==> config.mk <==
export PLATFORM = sky130hd
export DESIGN_NAME = alu_mul_seq
export DESIGN_NICKNAME = d
export VERILOG_FILES = /design/src/rtl/alu_pkg.sv /design/src/rtl/alu_mul_seq.sv
export SDC_FILE = /design/constraint.sdc
export NUM_CORES = 1
export LEC_CHECK = 0
export ABC_AREA = 0
export CORE_ASPECT_RATIO = 1.5
export CORE_MARGIN = 2
export CORE_UTILIZATION = 43
export DETAILED_ROUTE_END_ITERATION = 7
export PLACE_DENSITY = 0.77
export SYNTH_ARGS = -nofsm -noshare
export SYNTH_HDL_FRONTEND = slang
export SYNTH_SLANG_ARGS = --single-unit
==> constraint.sdc <==
create_clock -name clk -period 1.5 [get_ports clk]
set_input_delay 0.225 -clock clk [delete_from_list [all_inputs] [get_ports clk]]
set_output_delay 0.225 -clock clk [all_outputs]
set_load 0.03 [all_outputs]
==> src/rtl/alu_pkg.sv <==
// Shared ALU function codes and the multiply sequencer state encoding.
// Used by the ALU, the main decoder and alu_mul_seq.
package alu_pkg;

  localparam logic [3:0] ALU_AND = 4'b0000;
  localparam logic [3:0] ALU_ADD = 4'b0010;
  localparam logic [3:0] ALU_SHL = 4'b0101;
  localparam logic [3:0] ALU_SHR = 4'b1000;

  typedef enum logic [2:0] {
    ST_IDLE,
    ST_ADD,
    ST_SHL,
    ST_SHR,
    ST_FIN
  } mul_state_t;

endpackage

==> src/rtl/alu_mul_seq.sv <==
// Shift-and-add 32x32 multiplier (low word) time-sharing the ALU, one op per cycle;
// latency 2 cycles per multiplier bit plus one per set bit plus FIN. start is ignored unless IDLE.
module alu_mul_seq
  import alu_pkg::*;
#(
  parameter bit EARLY_EXIT = 1'b1,
  parameter int WIDTH      = 32
) (
  input  logic             clk,
  input  logic             rst_n,
  input  logic             start,
  input  logic [WIDTH-1:0] op_a,
  input  logic [WIDTH-1:0] op_b,
  output logic             busy,
  output logic             done,
  output logic [WIDTH-1:0] result,
  output logic [WIDTH-1:0] alu_a,
  output logic [WIDTH-1:0] alu_b,
  output logic [3:0]       alu_function,
  input  logic [WIDTH-1:0] alu_result,
  input  logic             alu_zero
);

  mul_state_t       state_q, state_d;
  logic [WIDTH-1:0] acc_q, acc_d;
  logic [WIDTH-1:0] mcand_q, mcand_d;
  logic [WIDTH-1:0] mplier_q, mplier_d;
  logic [5:0]       cnt_q, cnt_d;

  always_ff @(posedge clk or negedge rst_n) begin
    if (!rst_n) begin
      state_q  <= ST_IDLE;
      acc_q    <= '0;
      mcand_q  <= '0;
      mplier_q <= '0;
      cnt_q    <= '0;
      done     <= 1'b0;
      result   <= '0;
    end else begin
      state_q  <= state_d;
      acc_q    <= acc_d;
      mcand_q  <= mcand_d;
      mplier_q <= mplier_d;
      cnt_q    <= cnt_d;
      done     <= (state_d == ST_FIN);
      // Capture on entry to FIN so result is valid in the same cycle as done;
      // a zero multiplier jumps straight from IDLE while acc is still being cleared.
      if (state_d == ST_FIN)
        result <= (state_q == ST_IDLE) ? '0 : acc_q;
    end
  end

  always_comb begin
    state_d      = state_q;
    acc_d        = acc_q;
    mcand_d      = mcand_q;
    mplier_d     = mplier_q;
    cnt_d        = cnt_q;
    alu_a        = '0;
    alu_b        = '0;
    alu_function = ALU_AND;
    case (state_q)
      ST_IDLE: begin
        if (start) begin
          acc_d    = '0;
          mcand_d  = op_a;
          mplier_d = op_b;
          cnt_d    = '0;
          if (EARLY_EXIT && (op_b == '0)) state_d = ST_FIN;
          else if (op_b[0])               state_d = ST_ADD;
          else                            state_d = ST_SHL;
        end
      end
      ST_ADD: begin
        alu_a        = acc_q;
        alu_b        = mcand_q;
        alu_function = ALU_ADD;
        acc_d        = alu_result;
        state_d      = ST_SHL;
      end
      ST_SHL: begin
        alu_a        = mcand_q;
        alu_function = ALU_SHL;
        mcand_d      = alu_result;
        state_d      = ST_SHR;
      end
      ST_SHR: begin
        alu_a        = mplier_q;
        alu_function = ALU_SHR;
        mplier_d     = alu_result;
        cnt_d        = cnt_q + 6'd1;
        if (EARLY_EXIT ? alu_zero : (cnt_q == 6'(WIDTH - 1))) state_d = ST_FIN;
        else if (alu_result[0])                                state_d = ST_ADD;
        else                                                   state_d = ST_SHL;
      end
      ST_FIN:  state_d = ST_IDLE;
      default: state_d = ST_IDLE;
    endcase
  end

  assign busy = (state_q == ST_ADD) || (state_q == ST_SHL) || (state_q == ST_SHR);

endmodule

==> run metrics <==
routability-driven placement congestion ratio 0.8498; WL met1 10710 um; Util after Layout 79.60%; max-slew violation count 0; Worst-Margin Slew 0.5868 ns; Critical Path AT 1.99 ns; worst r2r dst result[18]; final hold vios 0; R2R cell count 10; CTS tree yes; number of global-route vias before repair 6910; Synth Register Bits 132; Syn Area/Cell 9.408 um^2; maximum clock path buffer count 2; final setup TNS -87.70 ns; Critical Path RT 1.27 ns; fmax 452.4 MHz; commonest non-fill, non-tap cell in the layout dfrtp_1; Die Span Y 156.1 um; sequential area share after synthesis 49.80%; antenna cells 0; CP endpoint kind primary output; Final nets 1105; Crit Path Class reg2out; Sequential Area 3307 um^2; Max H-tree Level 4; failing checks negative setup slack; core area 15070 um^2; Rel. slew slack 60.88%; largest net degree at the start of global routing 43; via count 7444; syn_nets 805; fin area 12000 um^2; ranking of synthesized cells by area dfrtp_1, nand2_1, mux2_2; synthesized instance count 705; Yosys top cell area share 49.80%; DRT Pass-1 Iters 5; Worst R2R Setup Slack -0.50 ns; met2 wire len 15690 um; total grt overflow 0; most frequent cells in the layout dfrtp_1, nand2_1, clkdlybuf4s50_1; initial antenna violation count 0; drt drc 0; I/O Buffers 201; # IOs 202; clk_skew 0.01522 ns; final WL 31500 um; global-route wire length before repair 38560 um; Final WS setup -0.7104 ns; clock slew seen by the registers of the worst setup and hold paths 0.06 ns; area of the multi-input gates 3827 um^2; placed inst area 9274 um^2; Reg-to-Reg Start state_q[1]; Routed Antenna Nets 0; status complete, but fails checks; met3 wire len 2655 um; Clock Latency Late Sink 0.43 ns; die width 105.4 um; period utilisation layout 147.4%; RSZ-0062 raised after global routing yes; leakage power 5.538 nW; initial cell density of the core 44.01%; total of warnings raised by yosys 0; drt initial violations 534; Synth area leader dfrtp_1; Worst Setup EP alu_a[19]; WL/cell 25.88 um; num rows 55; clk sink count 132; Crit. Startpoint state_q[1]; CTS root buf clkbuf_16; Synth Cell Area 6633 um^2; Pwr Density 2481 nW/um^2; post-placement worst setup slack -0.6774 ns; Critical Path Start Type flip-flop; Final HPWL DP 15300 um; max-cap check violation count 0; worst-path maximum fanout 8; layout cells sized above 1 46.27%; final setup vio count 201; overall routing resource usage 30.70%; synth unique cells 33; DR top layer met4; min Tclk post-route 2.210 ns; HP Class in2reg; Filler cells 786; number of CTS-inserted buffers 17; P&R area growth vs syn 80.87%; area of the die 16450 um^2; worst IR drop on VDD 1.496 mV; number of vias per cell 6.117; Fin Hold WS 0.2594 ns
-- metal layers --
| metal | vias to the layer above | track usage (%) |
|---|---|---|
| met5 | - | 0 |
| met2 | 579 | 55.18 |
| met3 | 203 | 4.678 |
| met1 | 3595 | 36.13 |
| li1 | 3067 | - |
| met4 | 0 | 13.14 |
-- per-stage QoR --
stage,instances,power [mW]
2_1_floorplan,705,14.59
3_3_place_gp,1114,19.27
3_5_place_dp,1114,19.52
4_1_cts,1187,25.51
5_1_grt,1217,30.73
6_report,1217,29.77
-- how the worst min path moves through the flow --
stage,slack [ns],endpoint,from,cells after the start
final,0.26,mplier_q[17],op_b[17],3
after global routing,0.28,mplier_q[23],op_b[23],3
after CTS,0.26,mplier_q[17],op_b[17],3
after detailed placement,0.16,mcand_q[20],rst_n,1
after global placement,0.16,mcand_q[20],rst_n,1
after floorplan,-0.07,acc_q[0],rst_n,0
-- what timing repair did --
| item | 4_1_cts | 5_1_grt |
|---|---|---|
| endpoints found under the hold margin | 32 | 0 |
| gates cloned | 11 | 16 |
| hold buffers | 1 | 0 |
| buffers inserted | 29 | 22 |
| resized for setup | 124 | 241 |
| setup endpoints to repair | 233 | 221 |
| pin swaps | 35 | 91 |
-- registers in the layout (all words and copies together), names as in the netlist --
| signal | count |
|---|---|
| acc_q | 32 |
| done | 1 |
| result | 32 |
| mcand_q | 32 |
| mplier_q | 32 |
| state_q | 3 |
-- critical path: stages (launching register included) --
cell	delay, ns
dfrtp_2	0.44
buf_6	0.17
nor2b_4	0.23
buf_12	0.15
buf_6	0.14
a22oi_1	0.09
nor2_1	0.15
buf_4	0.19
-- where the power goes --
group / internal (mW) / switching [mW] / leakage (nW) / total [mW]
Clock: 2.47 / 1.75 / 0.278 / 4.21
Combinational: 8.96 / 9.97 / 3.62 / 18.9
Sequential: 5.16 / 1.47 / 1.64 / 6.63
-- cell families after synthesis --
kind of cell / after synthesis / synth area share [%]
compound gates: 163 / 16.02
buf+inv: 63 / 5.319
mux: 64 / 10.26
simple gates: 283 / 18.60
flops: 132 / 49.80
-- synth_stat cells (all sizes together) --
cell type,count
a21oi,32
a22o,32
a22oi,32
a31oi,33
and2,33
and2b,1
buf,38
clkbuf,23
dfrtp,132
inv,2
mux2,32
mux2i,32
nand2,163
nand3b,2
nand4,2
nor2,68
nor2b,1
nor3,1
nor3b,1
nor4,8
nor4b,1
o211ai,1
o21ai,32
o31ai,1
or2,2
-- layout make-up --
cell class | instances | area share (%)
Clock buffer | 18 | 3.577
Clock inverter | 14 | 1.283
Inverter | 2 | 0.06258
Multi-Input combinational cell | 513 | 31.90
Sequential cell | 132 | 27.57
Tap cell | 199 | 2.076
Timing Repair Buffer | 339 | 33.53
Note: power is estimated with default switching activity, not from simulation.
